[src/rtl/led_pwm_pkg.sv]
// Shared mode encoding for the LED PWM engine and its channels.
package led_pwm_pkg;

   typedef logic [1:0] mode_t;

   localparam mode_t MODE_OFF     = 2'd0;
   localparam mode_t MODE_STATIC  = 2'd1;
   localparam mode_t MODE_BLINK   = 2'd2;
   localparam mode_t MODE_BREATHE = 2'd3;

endpackage

[src/rtl/led_pwm_engine_if.sv]
// Configuration write port of the LED PWM engine: valid/ready plus error pulse.
interface led_pwm_engine_if #(
   parameter int unsigned CH_W  = 2,
   parameter int unsigned PWM_W = 8
) ();
   import led_pwm_pkg::*;

   logic             cfg_valid;
   logic             cfg_ready;
   logic [CH_W-1:0]  cfg_ch;
   mode_t            cfg_mode;
   logic [PWM_W-1:0] cfg_level;
   logic             cfg_err;

   modport master (output cfg_valid, cfg_ch, cfg_mode, cfg_level,
                   input  cfg_ready, cfg_err);
   modport slave  (input  cfg_valid, cfg_ch, cfg_mode, cfg_level,
                   output cfg_ready, cfg_err);
endinterface

[src/rtl/led_pwm_channel.sv]
// One LED channel: committed mode/level, breathe fade state, per-period duty and PWM compare.
module led_pwm_channel
   import led_pwm_pkg::*;
#(
   parameter int unsigned PWM_W = 8
) (
   input  logic             clk,
   input  logic             rst,
   input  logic             boundary_i,
   input  logic             commit_i,
   input  logic             phase_i,
   input  mode_t            mode_i,
   input  logic [PWM_W-1:0] level_i,
   input  logic [PWM_W-1:0] pwm_cnt_i,
   output logic             led_o
);

   mode_t            mode_q,    mode_d;
   logic [PWM_W-1:0] level_q,   level_d;
   logic [PWM_W-1:0] fade_q,    fade_d;
   logic             dir_dn_q,  dir_dn_d;
   logic [PWM_W-1:0] duty_q,    duty_d;
   logic             led_q,     led_d;

   always_comb begin
      mode_d   = mode_q;
      level_d  = level_q;
      fade_d   = fade_q;
      dir_dn_d = dir_dn_q;
      duty_d   = duty_q;
      led_d    = (pwm_cnt_i < duty_q);

      if (boundary_i) begin
         // A fresh commit restarts the fade and skips this boundary's step
         if (commit_i) begin
            mode_d   = mode_i;
            level_d  = level_i;
            fade_d   = '0;
            dir_dn_d = 1'b0;
         end else if (mode_q == MODE_BREATHE) begin
            if (level_q == '0) begin
               fade_d = '0;
            end else if (!dir_dn_q) begin
               if (fade_q >= level_q) begin
                  dir_dn_d = 1'b1;
                  fade_d   = fade_q - PWM_W'(1);
               end else begin
                  fade_d   = fade_q + PWM_W'(1);
               end
            end else if (fade_q == '0) begin
               dir_dn_d = 1'b0;
               fade_d   = PWM_W'(1);
            end else begin
               fade_d   = fade_q - PWM_W'(1);
            end
         end

         case (mode_d)
            MODE_OFF:     duty_d = '0;
            MODE_STATIC:  duty_d = level_d;
            MODE_BLINK:   duty_d = phase_i ? level_d : '0;
            MODE_BREATHE: duty_d = fade_d;
         endcase
      end
   end

   always_ff @(posedge clk) begin
      if (rst) begin
         mode_q   <= MODE_OFF;
         level_q  <= '0;
         fade_q   <= '0;
         dir_dn_q <= 1'b0;
         duty_q   <= '0;
         led_q    <= 1'b0;
      end else begin
         mode_q   <= mode_d;
         level_q  <= level_d;
         fade_q   <= fade_d;
         dir_dn_q <= dir_dn_d;
         duty_q   <= duty_d;
         led_q    <= led_d;
      end
   end

   assign led_o = led_q;

endmodule

[src/rtl/led_pwm_engine.sv]
// Multi-channel LED PWM engine: shared timebase, blink phase, and a one-deep config shadow
// that commits only at PWM period boundaries.
module led_pwm_engine
   import led_pwm_pkg::*;
#(
   parameter int unsigned CHANNELS = 3,
   parameter int unsigned PWM_W    = 8,
   parameter int unsigned PRESC_W  = 4,
   parameter int unsigned BLINK_W  = 3
) (
   input  logic                clk,
   input  logic                rst,
   led_pwm_engine_if.slave     cfg,
   output logic                period_tick,
   output logic [CHANNELS-1:0] led
);

   localparam int unsigned CH_W = (CHANNELS > 1) ? $clog2(CHANNELS) : 1;

   logic [PRESC_W-1:0] presc_q,       presc_d;
   logic [PWM_W-1:0]   pwm_cnt_q,     pwm_cnt_d;
   logic [BLINK_W-1:0] blink_cnt_q,   blink_cnt_d;
   logic               phase_q,       phase_d;
   logic               period_tick_q, period_tick_d;
   logic               pending_q,     pending_d;
   logic               ready_q,       ready_d;
   logic               err_q,         err_d;
   logic [CH_W-1:0]    sh_ch_q,       sh_ch_d;
   mode_t              sh_mode_q,     sh_mode_d;
   logic [PWM_W-1:0]   sh_level_q,    sh_level_d;

   logic tick;
   logic boundary;
   logic accept;
   logic ch_ok;

   always_comb begin
      tick          = (presc_q == '1);
      boundary      = tick && (pwm_cnt_q == '1);
      presc_d       = presc_q + PRESC_W'(1);
      pwm_cnt_d     = tick ? pwm_cnt_q + PWM_W'(1) : pwm_cnt_q;
      blink_cnt_d   = boundary ? blink_cnt_q + BLINK_W'(1) : blink_cnt_q;
      phase_d       = phase_q ^ (boundary && (blink_cnt_q == '1));
      period_tick_d = boundary;

      accept     = cfg.cfg_valid && ready_q;
      ch_ok      = (32'(cfg.cfg_ch) < CHANNELS);
      pending_d  = pending_q;
      sh_ch_d    = sh_ch_q;
      sh_mode_d  = sh_mode_q;
      sh_level_d = sh_level_q;
      err_d      = 1'b0;

      // Ready implies nothing pending, so an accept never collides with a commit
      if (boundary && pending_q) pending_d = 1'b0;
      if (accept) begin
         if (ch_ok) begin
            pending_d  = 1'b1;
            sh_ch_d    = cfg.cfg_ch;
            sh_mode_d  = cfg.cfg_mode;
            sh_level_d = cfg.cfg_level;
         end else begin
            err_d      = 1'b1;
         end
      end
      ready_d = !pending_d;
   end

   always_ff @(posedge clk) begin
      if (rst) begin
         presc_q       <= '0;
         pwm_cnt_q     <= '0;
         blink_cnt_q   <= '0;
         phase_q       <= 1'b0;
         period_tick_q <= 1'b0;
         pending_q     <= 1'b0;
         ready_q       <= 1'b0;
         err_q         <= 1'b0;
         sh_ch_q       <= '0;
         sh_mode_q     <= MODE_OFF;
         sh_level_q    <= '0;
      end else begin
         presc_q       <= presc_d;
         pwm_cnt_q     <= pwm_cnt_d;
         blink_cnt_q   <= blink_cnt_d;
         phase_q       <= phase_d;
         period_tick_q <= period_tick_d;
         pending_q     <= pending_d;
         ready_q       <= ready_d;
         err_q         <= err_d;
         sh_ch_q       <= sh_ch_d;
         sh_mode_q     <= sh_mode_d;
         sh_level_q    <= sh_level_d;
      end
   end

   assign cfg.cfg_ready = ready_q;
   assign cfg.cfg_err   = err_q;
   assign period_tick   = period_tick_q;

   for (genvar i = 0; i < int'(CHANNELS); i++) begin : g_ch
      logic commit;
      assign commit = boundary && pending_q && (sh_ch_q == CH_W'(i));

      led_pwm_channel #(.PWM_W(PWM_W)) u_ch (
         .clk        (clk),
         .rst        (rst),
         .boundary_i (boundary),
         .commit_i   (commit),
         .phase_i    (phase_d),
         .mode_i     (sh_mode_q),
         .level_i    (sh_level_q),
         .pwm_cnt_i  (pwm_cnt_q),
         .led_o      (led[i])
      );
   end

endmodule

[src/flat_wrapper.sv]
// flat-port wrapper written by rule: the top's interface ports become plain ports
module led_pwm_engine_flat import led_pwm_pkg::*;
#(
   parameter int unsigned CHANNELS = 3,
   parameter int unsigned PWM_W    = 8,
   parameter int unsigned PRESC_W  = 4,
   parameter int unsigned BLINK_W  = 3
)
  (clk, rst, period_tick, led, cfg_cfg_valid, cfg_cfg_ch, cfg_cfg_mode, cfg_cfg_level, cfg_cfg_ready, cfg_cfg_err);
  led_pwm_engine_if #(.CH_W(2), .PWM_W(PWM_W)) cfg_i ();
  input  logic clk;
  input  logic rst;
  output logic period_tick;
  output logic [CHANNELS-1:0] led;
  input wire logic [$bits(cfg_i.cfg_valid)-1:0] cfg_cfg_valid;
  input wire logic [$bits(cfg_i.cfg_ch)-1:0] cfg_cfg_ch;
  input wire logic [$bits(cfg_i.cfg_mode)-1:0] cfg_cfg_mode;
  input wire logic [$bits(cfg_i.cfg_level)-1:0] cfg_cfg_level;
  output wire logic [$bits(cfg_i.cfg_ready)-1:0] cfg_cfg_ready;
  output wire logic [$bits(cfg_i.cfg_err)-1:0] cfg_cfg_err;
  assign cfg_i.cfg_valid = cfg_cfg_valid;
  assign cfg_i.cfg_ch = cfg_cfg_ch;
  assign cfg_i.cfg_mode = cfg_cfg_mode;
  assign cfg_i.cfg_level = cfg_cfg_level;
  assign cfg_cfg_ready = cfg_i.cfg_ready;
  assign cfg_cfg_err = cfg_i.cfg_err;
  led_pwm_engine #(.CHANNELS(CHANNELS), .PWM_W(PWM_W), .PRESC_W(PRESC_W), .BLINK_W(BLINK_W)) u_core (.clk(clk), .rst(rst), .cfg(cfg_i), .period_tick(period_tick), .led(led));
endmodule
[config.mk]
export PLATFORM = sky130hd
export DESIGN_NAME = led_pwm_engine_flat
export DESIGN_NICKNAME = d
export VERILOG_FILES = /design/src/rtl/led_pwm_pkg.sv /design/src/rtl/led_pwm_engine_if.sv /design/src/rtl/led_pwm_channel.sv /design/src/rtl/led_pwm_engine.sv /design/src/flat_wrapper.sv
export SDC_FILE = /design/constraint.sdc
export NUM_CORES = 1
export LEC_CHECK = 0
export CORE_UTILIZATION = 27
export DETAILED_ROUTE_END_ITERATION = 10
export HOLD_SLACK_MARGIN = 0.15
export SYNTH_ARGS = -nofsm -noshare
export SYNTH_HDL_FRONTEND = slang
export SYNTH_SLANG_ARGS = --single-unit
[constraint.sdc]
create_clock -name clk -period 4.1 [get_ports clk]
set_input_delay 0.41 -clock clk [delete_from_list [all_inputs] [get_ports clk]]
set_output_delay 0.41 -clock clk [all_outputs]
set_load 0.05 [all_outputs]
# Word-level counts from Yosys, hierarchy flattened
# Index checks and enable logic that the tools add are counted.
dict set report classes {
  addsub 9
  order_cmp 7
  eq_ne 20
  n_mux 55
  n_bitwise 2
  reduce_logical 26
}
# op n
set ops {}
lappend ops {{$mux W8} 24}
lappend ops {{$pmux W8 S4} 3}
lappend ops {{$logic_not A8 Y1} 6}
lappend ops {{$add A8 B1 Y8 const B} 4}
lappend ops {{$ge A8 B8 Y1} 3}
lappend ops {{$lt A8 B8 Y1} 3}
lappend ops {{$sub A8 B1 Y8 const B} 3}
lappend ops {{$mux W1} 22}
lappend ops {{$eq A2 B2 Y1 const B} 10}
lappend ops {{$mux W2} 6}
lappend ops {{$reduce_and A3 Y1} 3}
lappend ops {{$eq A2 B1 Y1 const B} 4}
lappend ops {{$eq A8 B8 Y1 const B} 1}
lappend ops {{$logic_not A2 Y1} 4}
lappend ops {{$logic_and A1 B1 Y1} 7}
lappend ops {{$ne A2 B1 Y1 const B} 3}
lappend ops {{$reduce_bool A2 Y1} 3}
lappend ops {{$add A4 B1 Y4 const B} 1}
lappend ops {{$eq A4 B4 Y1 const B} 1}
lappend ops {{$add A3 B1 Y3 const B} 1}
lappend ops {{$eq A3 B3 Y1 const B} 1}
lappend ops {{$lt A2 B2 Y1 const B} 1}
lappend ops {{$reduce_and A2 Y1} 1}
lappend ops {{$reduce_or A2 Y1} 1}
lappend ops {{3 further kinds} 3}
dict set report totals {
  register_bits 116
  input_bits 15
  out_inout_bits 6
  wordCells 148
}

# Longest topological paths before layout
dict set report logic_depth {
  depth_word 8
  mapped_depth 11
  depth_no_buf 9
}

# By module
# Synthesis repeated with hierarchy kept, for this count alone.
dict set report unflattened {
  hier_cells 904
  area_unflattened_um2 7403.4
}
# mod instances cells_per_inst area_per_inst_um2 seq_area_each_um2
set by_module_without_submodules {}
lappend by_module_without_submodules {led_pwm_channel 3 252 2008.2 560.5}
lappend by_module_without_submodules {led_pwm_engine 1 148 1378.8 640.6}

# Least setup slack after synthesis
# No wires, ideal clock.
dict set report synth_timing {
  kind {reg2reg}
  startpoint {register u_core.g_ch[1].u_ch.fade_q[0]}
  endpoint {register u_core.g_ch[1].u_ch.fade_q[6]}
  setup_ps 70
  t_arrival_ps 2624
  t_required_ps 4030
  setup_slack_ps 1405
  stages_incl_launch_ff 11
  n_path_buf 2
  synth_period_minus_slack_ps 2695
  path_cell_list {dfxtp_1 > clkbuf_1 > inv_1 > ha_1 > nand2b_1 > a2111o_1 > a31o_1 > clkbuf_1 > mux2i_1 > or3b_1 > a21oi_1}
}
dict set report synth_between {
  elab_chain_cells 6
  word_cells_on_any_way 10
  cone_classes {2 x add/sub; 1 x order compare; 6 x mux; 1 x reduce/logical}
}
# item line_no
set synth_rtl {}
lappend synth_rtl {{start, declared} led_pwm_channel.sv:20} ;# logic [PWM_W-1:0] fade_q, fade_d;
lappend synth_rtl {{start signal, assigned} led_pwm_channel.sv:71} ;# fade_q <= '0;
lappend synth_rtl {{start signal, assigned} led_pwm_channel.sv:78} ;# fade_q <= fade_d;
lappend synth_rtl {{$add A8 B1 Y8, or another cell as far along} led_pwm_channel.sv:48} ;# fade_d = fade_q + PWM_W'(1);
lappend synth_rtl {{$mux W8 (on tied branches)} {led_pwm_channel.sv:44, led_pwm_channel.sv:50}}
lappend synth_rtl {{$mux W8 (*)} led_pwm_channel.sv:43} ;# end else if (!dir_dn_q) begin
lappend synth_rtl {{$mux W8 (*)} led_pwm_channel.sv:41} ;# if (level_q == '0) begin
lappend synth_rtl {{$mux W8 (*)} led_pwm_channel.sv:40} ;# end else if (mode_q == MODE_BREATHE) begin
lappend synth_rtl {{$mux W8 (*)} led_pwm_channel.sv:35} ;# if (commit_i) begin
# Every way passes the cells marked *; elsewhere a longest branch is shown, timed or not.
# A chain may end at the register's enable or synchronous reset.

# Worst setup path in the final report
dict set report layout_timing {
  startpoint {register u_core.g_ch[1].u_ch.fade_q[0]}
  endpoint {register u_core.g_ch[1].u_ch.fade_q[5]}
}
# Same word-level chain as after synthesis.

==> impl_metrics.ini <==
[timing]
rsz0062_at_grt = false
slew_violations = 0
maxSlewHeadroom = 0.389
period_share = 0.684
setup_viol = 0
tightestPinTransition_ps = 911
fmax_ghz = 0.356
setup-tns-final_ps = 0
min_period_ps = 2810
fin_worst_skew_ps = 9.35
finalHoldViolCount = 0

[critical_path]
slowest_stage = dfxtp_1
cp_num_buf_inv = 1
crit_arrival_ps = 3160
crit_family = compound AO/OA/AOI/OAI gates
path_max_fanout = 10
max_stage_delay_ps = 500
reg2reg_to = u_core.g_ch[1].u_ch.fade_q[5]
r2r-start = u_core.g_ch[1].u_ch.fade_q[0]
critical_path_required_ps = 4460
cp-start-kind = flop
r2r_cells = 9
setup.worst_path.class = flop to flop
end_kind = flop
crit_chain = inv_1, ha_1, nand2b_1, a2111o_1, a31o_1, a32o_1, o21ai_0, nand3_1, a21oi_1
r2r_setup_slack_ps = 1290

[synthesis]
synthDominantCellAreaShare = 0.325
synth-main-ff-cell = dfxtp_1
synth_area_leaders = dfxtp_1 32%, ha_1 10%, nand2_1 5.7%, mux2i_1 4.9%, nor2_1 4.3%
yosys_warnings = 0
synth-seq-cells = 116
ys_types = 74
synth_top_area_cell = dfxtp_1
synth_area_per_cell_sq_um = 8.10
async_flop_share = 0
synth_area_sq_um = 7150
synthCells = 883
yosysSeqAreaShare = 0.325
synth_edf_count = 0
syn_nets = 956

[routing]
route.detailed.drc = 0
viasPerCell = 5.13
drt-wirelength-per-cell_um = 16.0
via_count = 6361
drtIter0Drc = 509
firstDrtPassIters = 5
drt-total-wl_mm = 19.8
antenna_left = 0

[worst_hold_path]
hold_path_end = u_core.g_ch[2].u_ch.level_q[3]
hp-start = rst
hold_path_depth = 2
min_path_type = input port to flop

[run]
maxCapViolations = 0

[clock_network]
cts_resized = 0
clk_path_buf_depth = 2
hold_buffers = 0
cts_root_buf = clkbuf_16
clk_latency_ps = 430
post_cts_buffers = 0
clk_pin_slew_ps = 60
numCtsBuffers = 17
htreeDepth = 4
cts.sink_count = 116
cts_tree = yes

[die]
rows = 59
die_h_um = 165
num_io_pins = 21
start_util = 0.275
die_area_sq_um = 27100
coreArea_sq_um = 26000
fp.dieW_um = 165

[pwr]
seq_power_share = 0.403
sw_frac_of_total = 0.262
combPwrFrac = 0.080
p_clk_frac = 0.517
p_int_uw = 2150
p_sw_uw = 763
irDropWorstVdd_v = 0.000285
p_leak_uw = 0.00302
powerDensity_nw_per_um2 = 353

[grt]
grt_pass1_wl_mm = 32.3
grt.overflow.total = 0
grt_usage = 0.154
antenna_found_initial = 0
grt_pass1_vias = 6091
grt_max_degree = 70

[final_layout]
fillers = 2791
layout_commonest_cell = dfxtp_1
nets = 964
drive_gt1_frac = 0.0664
num_antenna_cells = 0
final_cell_mix = 116 x dfxtp_1, 109 x nand2_1, 81 x nor2_1, 58 x ha_1
area_delta_synth_final_pct = 15.5
stdcell_count = 1239

[placed_design]
port_buffers = 20
place.gp.congestion = 0.870
dp.cells = 1207
dp_hpwl_mm = 14.3

[outcome]
outcome = complete, no violations
==> worst register-to-register path: stages (launching register included) <==
cell and delay (ps):
dfxtp_1 500, inv_1 160, ha_1 290, nand2b_1 140
a2111o_1 440, a31o_1 350, a32o_1 340, o21ai_0 270
nand3_1 110, a21oi_1 130
==> kinds of logic after synthesis <==
logic type	synth area share
muxes	0.0537
xor gates and xnor gates	0.0331
AOI/OAI and AO/OA	0.180
DFF	0.325
adders and majority gates	0.102
buffers and inverters	0.0530
and+or+nand+nor	0.254
==> area by class of cell <==
type,count,area [sq um],share of cell area
well taps,335,419,0.0508
repair buffers,29,265,0.0321
clock buffers,17,425,0.0515
clock inverters,15,171,0.0208
inverters,54,203,0.0246
flip-flops and latches,116,2320,0.281
multi-input cells,673,4450,0.539
==> power groups by stage <==
| stage | Clock (uW) | Combinational [uW] | Sequential, uW |
|---|---|---|---|
| floorplan | 0 | 181 | 1190 |
| global placement | 0 | 229 | 1200 |
| detailed placement | 0 | 231 | 1200 |
| CTS | 1540 | 232 | 1180 |
| global route | 1590 | 257 | 1180 |
| finish | 1510 | 232 | 1180 |
==> flip-flops by register name, indices dropped and copies added, names as in the netlist, 2 cells and up <==
register / cells
u_core.pwm_cnt_q: 8
u_core.g_ch.u_ch.led_o: 3
u_core.sh_level_q: 8
u_core.presc_q: 4
u_core.sh_mode_q: 2
u_core.g_ch.u_ch.level_q: 24
u_core.blink_cnt_q: 3
u_core.g_ch.u_ch.fade_q: 24
u_core.g_ch.u_ch.duty_q: 24
u_core.sh_ch_q: 2
u_core.g_ch.u_ch.mode_q: 6
u_core.g_ch.u_ch.dir_dn_q: 3
==> layer usage <==
metal	routed length [um]	up-vias	part of all wire	GRT usage
li1	-	3169	-	-
met5	0	-	0	0
met3	1010	29	0.051	0.0321
met2	8790	166	0.44	0.235
met1	9690	2997	0.49	0.214
met4	331	0	0.017	0.0500
==> stage by stage <==
stage	area [sq um]	power, uW	utilization	setup slack [ps]	hold slack [ps]
floorplan	7150	1370	-	1410	416
global placement	7660	1430	0.295	1380	429
detailed placement	7660	1430	0.295	1340	435
CTS	8250	2940	0.318	1320	386
global route	8250	3020	0.318	1120	408
finish	8250	2920	0.318	1290	401
==> cell usage after synthesis, drive strengths merged, types with 7 or more instances <==
| cell type | instances |
|---|---|
| nand3 | 38 |
| a31oi | 7 |
| buf | 14 |
| nand2b | 14 |
| a2bb2oi | 8 |
| mux2i | 35 |
| nand4 | 10 |
| xnor2 | 13 |
| nor4 | 19 |
| and2 | 7 |
| ha | 58 |
| a21oi | 55 |
| a22oi | 10 |
| nand2 | 109 |
| nor2b | 20 |
| clkbuf | 26 |
| o21ai | 48 |
| xor2 | 14 |
| inv | 54 |
| nor2 | 81 |
| dfxtp | 116 |
| nor3 | 20 |
| a21o | 13 |
==> worst max-delay path by stage <==
stage                                   from                             to  slack [ps]  depth (start not counted)
5_1_grt        u_core.g_ch[1].u_ch.fade_q[0]  u_core.g_ch[1].u_ch.fade_q[6]        1120                          8
3_3_place_gp   u_core.g_ch[0].u_ch.fade_q[0]  u_core.g_ch[0].u_ch.duty_q[2]        1380                          9
6_report       u_core.g_ch[1].u_ch.fade_q[0]  u_core.g_ch[1].u_ch.fade_q[5]        1290                          9
2_1_floorplan  u_core.g_ch[1].u_ch.fade_q[0]  u_core.g_ch[1].u_ch.fade_q[6]        1410                         10
4_1_cts        u_core.g_ch[0].u_ch.fade_q[0]  u_core.g_ch[0].u_ch.duty_q[2]        1320                          9
3_5_place_dp   u_core.g_ch[0].u_ch.fade_q[0]  u_core.g_ch[0].u_ch.duty_q[2]        1340                          9
No activity file was read; power rests on OpenSTA's default activity.
==> edit 1: new RTL, config.mk and constraints unchanged <==
`PRESC_W` is set to 4 in 2 places; all go to 6.
--- a/src/rtl/led_pwm_engine.sv
+++ b/src/rtl/led_pwm_engine.sv
@@ -5,7 +5,7 @@
 #(
    parameter int unsigned CHANNELS = 3,
    parameter int unsigned PWM_W    = 8,
-   parameter int unsigned PRESC_W  = 4,
+   parameter int unsigned PRESC_W  = 6,
    parameter int unsigned BLINK_W  = 3
 ) (
    input  logic                clk,
--- a/src/flat_wrapper.sv
+++ b/src/flat_wrapper.sv
@@ -3,7 +3,7 @@
 #(
    parameter int unsigned CHANNELS = 3,
    parameter int unsigned PWM_W    = 8,
-   parameter int unsigned PRESC_W  = 4,
+   parameter int unsigned PRESC_W  = 6,
    parameter int unsigned BLINK_W  = 3
 )
   (clk, rst, period_tick, led, cfg_cfg_valid, cfg_cfg_ch, cfg_cfg_mode, cfg_cfg_level, cfg_cfg_ready, cfg_cfg_err);
Behaviour: no difference found for any inputs over 10 cycles, from zero or initial values and one cycle with rst high; that may be too few to reach the edited logic, so the function may still have changed.
==> edit 1 against the unedited design <==
Wire length shrank 4.7%; fmax decreased by 13%; die area shrank 1.6%; cell area shrank 2.1%; area after synthesis is 1.7% lower; cell count decreased by 0.89%; sequential cell count increased by 2; worst setup slack got worse by 0.40 ns; critical endpoint is now u_core.g_ch[2].u_ch.duty_q[4].
Power is not compared: it rests on default switching activity, and its combinational part moved more than twofold at a synthesized area within 25%.
==> edit 1: results (changes against the unedited design) <==
Peak fanout along the critical path -> 15 (+5)
Number of global-route vias before repair -> 5890 (-3.3%)
Post-Synth Adder-Cell Area -> 10.3% (+0.17 points)
ANT cells -> 0 (unchanged)
Nets -> 958 (-0.62%)
Sequential fraction of the synthesis area -> 33.6% (+1.1 points)
Type of the most critical hold path -> in2reg
CP top delay family -> simple AND/OR/NAND/NOR gates
Unique masters post-synth -> 73 (-1.4%)
M1 WL -> 9.27 mm (-4.3%)
Avg WL per Cell -> 15.4 µm (-3.9%)
Met1 GRT Util -> 20.8% (-0.56 points)
DR iter-0 viols -> 602 (+18%)
Mux contribution to synthesized area -> 3.06% (-2.3 points)
Area contributors post-synth -> dfxtp_1, ha_1, a21oi_1
Arr. time, crit path -> 3.50 ns (+0.34 ns)
Sum Neg Setup Slack -> 0 ns (unchanged)
Worst VDD drop -> 0.276 mV
Status -> finished, final reports clean
Clk_lat worst skew -> 0.42 ns
Worst reg2reg startpoint -> u_core.presc_q[0]
Met2 Track Usage GR -> 22.0% (-1.5 points)
Compound-Gate Fraction of Synth Area -> 19.0% (+1.0 points)
HPWL Detailed -> 13.9 mm (-3.0%)
Dpl ws -> 0.949 ns (-0.388 ns)
XOR/XNOR share of the synthesized area -> 3.24% (-0.069 points)
First-pass GRT wire length -> 31.0 mm (-4.0%)
Post-CTS Setup Repair Bufs -> 0 (unchanged)
Clock buffer depth -> 2 (unchanged)
Slew headroom -> 44.1% (+5.2 points)
GR Util All Layers -> 14.9% (-0.51 points)
CP max stage cell -> or4_1
Routed met3 length -> 1.24 mm (+22%)
Met2 Routed Length -> 8.13 mm (-7.5%)
Worst Skew -> 0.00716 ns (-0.00219 ns)
Clock root buffer master -> clkbuf_16
Met3 usage -> 3.86% (+0.65 points)
Largest net degree at the start of global routing -> 72 (+2.9%)
Sw Share -> 23.7%
CTS-repair resized insts -> 0 (unchanged)
Commonest cells in the netlist -> dfxtp_1, nand2_1, nor2_1, a21oi_1
Via density -> 5.09 (-0.77%)
Top_reg_cell synth -> dfxtp_1
Hold_sp -> rst
Initial antenna violation count -> 0 (unchanged)
Share of cells above drive strength 1 -> 6.46% (-0.18 points)
Placer Congestion -> 0.854 (-1.9%)
Largest registers in the final layout -> u_core.g_ch.u_ch.duty_q x24, u_core.g_ch.u_ch.fade_q x24, u_core.g_ch.u_ch.level_q x24
Syn nets -> 954 (-0.21%)
Largest stage delay on the critical path -> 0.93 ns (+0.43 ns)
==> edit 1: final cells by class <==
type | instances | area [µm²]
clock inverters | 15 | 155
repair buffers | 26 | 243
clock buffers | 17 | 425
flip-flops and latches | 118 | 2360
well taps | 330 | 413
fillers | 2660 | 17200
inverters | 58 | 218
multi-input cells | 664 | 4260
==> edit 1: power groups by stage <==
| stage | logic [µW] | registers, µW | clock network [µW] |
|---|---|---|---|
| after CTS | 71.9 | 1170 | 1500 |
| final | 71.5 | 1170 | 1480 |
| after floorplan | 39.5 | 1190 | 0 |
| after global placement | 71.4 | 1200 | 0 |
| after detailed placement | 71.5 | 1200 | 0 |
| after global routing | 79.0 | 1170 | 1550 |
==> edit 1: final timing paths <==
kind | slack, ns | end | depth (start not counted)
worst max-delay path | 0.89 | u_core.g_ch[2].u_ch.duty_q[4] | 9
worst min-delay path | 0.41 | u_core.g_ch[2].u_ch.dir_dn_q | 2
worst max register to register | 0.89 | u_core.g_ch[2].u_ch.duty_q[4] | 9
worst min register to register | 0.46 | u_core.g_ch[1].u_ch.duty_q[1] | 2
==> edit 1: per-stage QoR <==
stage	hold slack, ns	instances	instance area [µm²]	utilization (%)
2_1_floorplan	0.425	881	7030	-
3_5_place_dp	0.445	1196	7500	29.6
5_1_grt	0.427	1228	8080	31.9
3_3_place_gp	0.441	1196	7500	29.6
6_report	0.410	1228	8080	31.9
4_1_cts	0.402	1228	8080	31.9
==> edit 1: cells by family after synthesis <==
kind of cell | count (synthesis)
xor gates and xnor gates | 26
and+or+nand+nor | 353
DFF | 118
muxes | 21
adders and majority gates | 58
AOI/OAI and AO/OA | 206
buffers and inverters | 99
==> edit 2: new RTL, config.mk and constraints unchanged <==
Without the edit above. `sh_level_q` no longer has a reset.
--- a/src/rtl/led_pwm_engine.sv
+++ b/src/rtl/led_pwm_engine.sv
@@ -78,7 +78,6 @@
          err_q         <= 1'b0;
          sh_ch_q       <= '0;
          sh_mode_q     <= MODE_OFF;
-         sh_level_q    <= '0;
       end else begin
          presc_q       <= presc_d;
          pwm_cnt_q     <= pwm_cnt_d;
@@ -90,8 +89,11 @@
          err_q         <= err_d;
          sh_ch_q       <= sh_ch_d;
          sh_mode_q     <= sh_mode_d;
-         sh_level_q    <= sh_level_d;
       end
+   end
+
+   always_ff @(posedge clk) begin
+      sh_level_q <= sh_level_d;
    end
 
    assign cfg.cfg_ready = ready_q;
Function: same outputs for any inputs over 10 cycles, from zero or initial values and one cycle with rst high; that may be too few to reach the edited logic, so the function may still have changed.
==> edit 2 against the unedited design <==
Cell count decreased by 3.4%; sequential cell count unchanged; worst setup slack got worse by 0.30 ns; wire length decreased by 4.7%; area after synthesis decreased by 2.2%; cell area decreased by 2.4%.
Power is not compared: it rests on default switching activity, and its combinational part moved more than twofold at a synthesized area within 25%.
==> edit 2: results (changes against the unedited design) <==
Worst-path clk slew -> 0.06 ns (about the same)
Commonest cells in the netlist -> dfxtp_1, nand2_1, nor2_1, a21oi_1, inv_1
Min-Delay Endpoint -> u_core.g_ch[2].u_ch.level_q[7]
Arr. time, crit path -> 3.45 ns (+0.29 ns)
Number of global-route vias before repair -> 5865 (-3.7%)
Nets -> 928 (-3.7%)
Worst R2R Path Depth -> 9 (unchanged)
Worst reg2reg startpoint -> u_core.g_ch[2].u_ch.fade_q[0]
Slew headroom -> 25.3% (-14 points)
CP top delay family -> compound AO/OA/AOI/OAI gates
H-tree lvl count -> 4 (unchanged)
Type of the most critical hold path -> in2reg
Worst Skew -> 0.0123 ns (+0.00296 ns)
CTS-repair resized insts -> 0 (unchanged)
Clock root buffer master -> clkbuf_16
Lkg Pwr -> 0.00285 µW
Area contributors post-synth -> dfxtp_1, ha_1, nand2_1
Synth Warn # -> 0 (unchanged)
Clock buffer depth -> 2 (unchanged)
Status -> finished, final reports clean
Worst Hold Depth -> 2 (unchanged)
Post-CTS Setup Repair Bufs -> 0 (unchanged)
Largest registers in the final layout -> u_core.g_ch.u_ch.duty_q x24, u_core.g_ch.u_ch.fade_q x24, u_core.g_ch.u_ch.level_q x24
Dpl ws -> 1.00 ns (-0.336 ns)
GR Util All Layers -> 15.1% (-0.28 points)
Largest stage delay on the critical path -> 0.52 ns (+0.02 ns)
Via density -> 5.12 (-0.19%)
Clk_lat worst skew -> 0.43 ns (about the same)
Smallest hold slack -> 0.453 ns (+0.0521 ns)
Largest net degree at the start of global routing -> 70 (unchanged)
Sequential fraction of the synthesis area -> 34.4% (+1.9 points)
HPWL Detailed -> 13.9 mm (-2.9%)
DR pass1 iterations -> 7 (+2)
Avg WL per Cell -> 15.8 µm (-1.3%)
Worst VDD drop -> 0.270 mV
Port bufs -> 20 (unchanged)
Cell Area, Placed -> 7450 µm² (-2.6%)
Post-synth EDFFs -> 8 (+8)
R2r endpoint -> u_core.g_ch[2].u_ch.fade_q[6]
Unique masters post-synth -> 85 (+15%)
First-pass GRT wire length -> 31.3 mm (-3.2%)
Placer Congestion -> 0.879 (+1.0%)
Hold_sp -> rst
Initial antenna violation count -> 0 (unchanged)
Syn nets -> 920 (-3.8%)
Ys async rst share -> 0% (unchanged)
Peak fanout along the critical path -> 9 (-1)
DR iter-0 viols -> 484 (-4.9%)
CP max stage cell -> a31oi_2
Share of cells above drive strength 1 -> 8.07% (+1.4 points)
==> edit 2: worst reg2reg max path, stage by stage (launching register included) <==
cell,delay (ns)
dfxtp_1,0.50
inv_1,0.15
ha_1,0.29
nand2b_1,0.14
a211oi_1,0.24
o21bai_1,0.12
a31oi_2,0.52
mux2_2,0.44
or4_1,0.47
a31oi_1,0.17
==> edit 2: worst max-delay path by stage <==
stage / start / endpoint / slack (ns) / depth (start not counted)
after floorplan: u_core.g_ch[2].u_ch.fade_q[0] / u_core.g_ch[2].u_ch.fade_q[6] / 1.22 / 10
after global placement: u_core.g_ch[2].u_ch.fade_q[0] / u_core.g_ch[2].u_ch.fade_q[6] / 1.08 / 9
after detailed placement: u_core.g_ch[2].u_ch.fade_q[0] / u_core.g_ch[2].u_ch.fade_q[6] / 1.00 / 9
after CTS: u_core.g_ch[2].u_ch.fade_q[0] / u_core.g_ch[2].u_ch.fade_q[6] / 1.0 / 9
after global routing: u_core.g_ch[0].u_ch.fade_q[6] / u_core.g_ch[0].u_ch.fade_q[7] / 0.60 / 8
final: u_core.g_ch[2].u_ch.fade_q[0] / u_core.g_ch[2].u_ch.fade_q[6] / 1.0 / 9
==> edit 2: cell type report <==
cell class	count	area (µm²)
multi-input combinational	629	4140
clock inverter	14	178
inverter	62	233
fill	2691	17200
sequential	116	2400
clock buffer	17	425
tap	330	413
timing repair buffer	29	263
==> edit 2: through the flow <==
stage	power, µW	cells	utilization [%]
2_1_floorplan	1260	847	-
3_3_place_gp	1310	1166	29.5
3_5_place_dp	1310	1166	29.5
4_1_cts	2840	1197	31.9
5_1_grt	2910	1197	31.9
6_report	2820	1197	31.9
==> edit 2: cell families (layout without fill, tap and decap cells) <==
group	Yosys count	after routing	share of synthesized area (%)
flip-flops	116	116	34.4
buffers and inverters	102	122	6.52
AND/OR/NAND/NOR	340	340	25.2
AO/OA/AOI/OAI	186	186	17.5
XOR/XNOR	25	25	3.13
adder cells (fa/ha/maj)	58	58	10.4
multiplexers	20	20	2.92
==> edit 2: layer usage <==
layer,routed length (µm),global-route usage (%),vias up
met1,8920,20.3,2892
met5,0,0,-
met4,297,4.93,0
li1,-,-,3062
met2,8550,23.8,160
met3,1130,3.28,20
==> edit 2: power breakdown <==
part	total (µW)	switching [µW]	internal, µW	leakage, µW
Clock	1540	583	957	0.000282
Combinational	113	68.6	43.9	0.00162
Sequential	1170	18.5	1150	0.000945
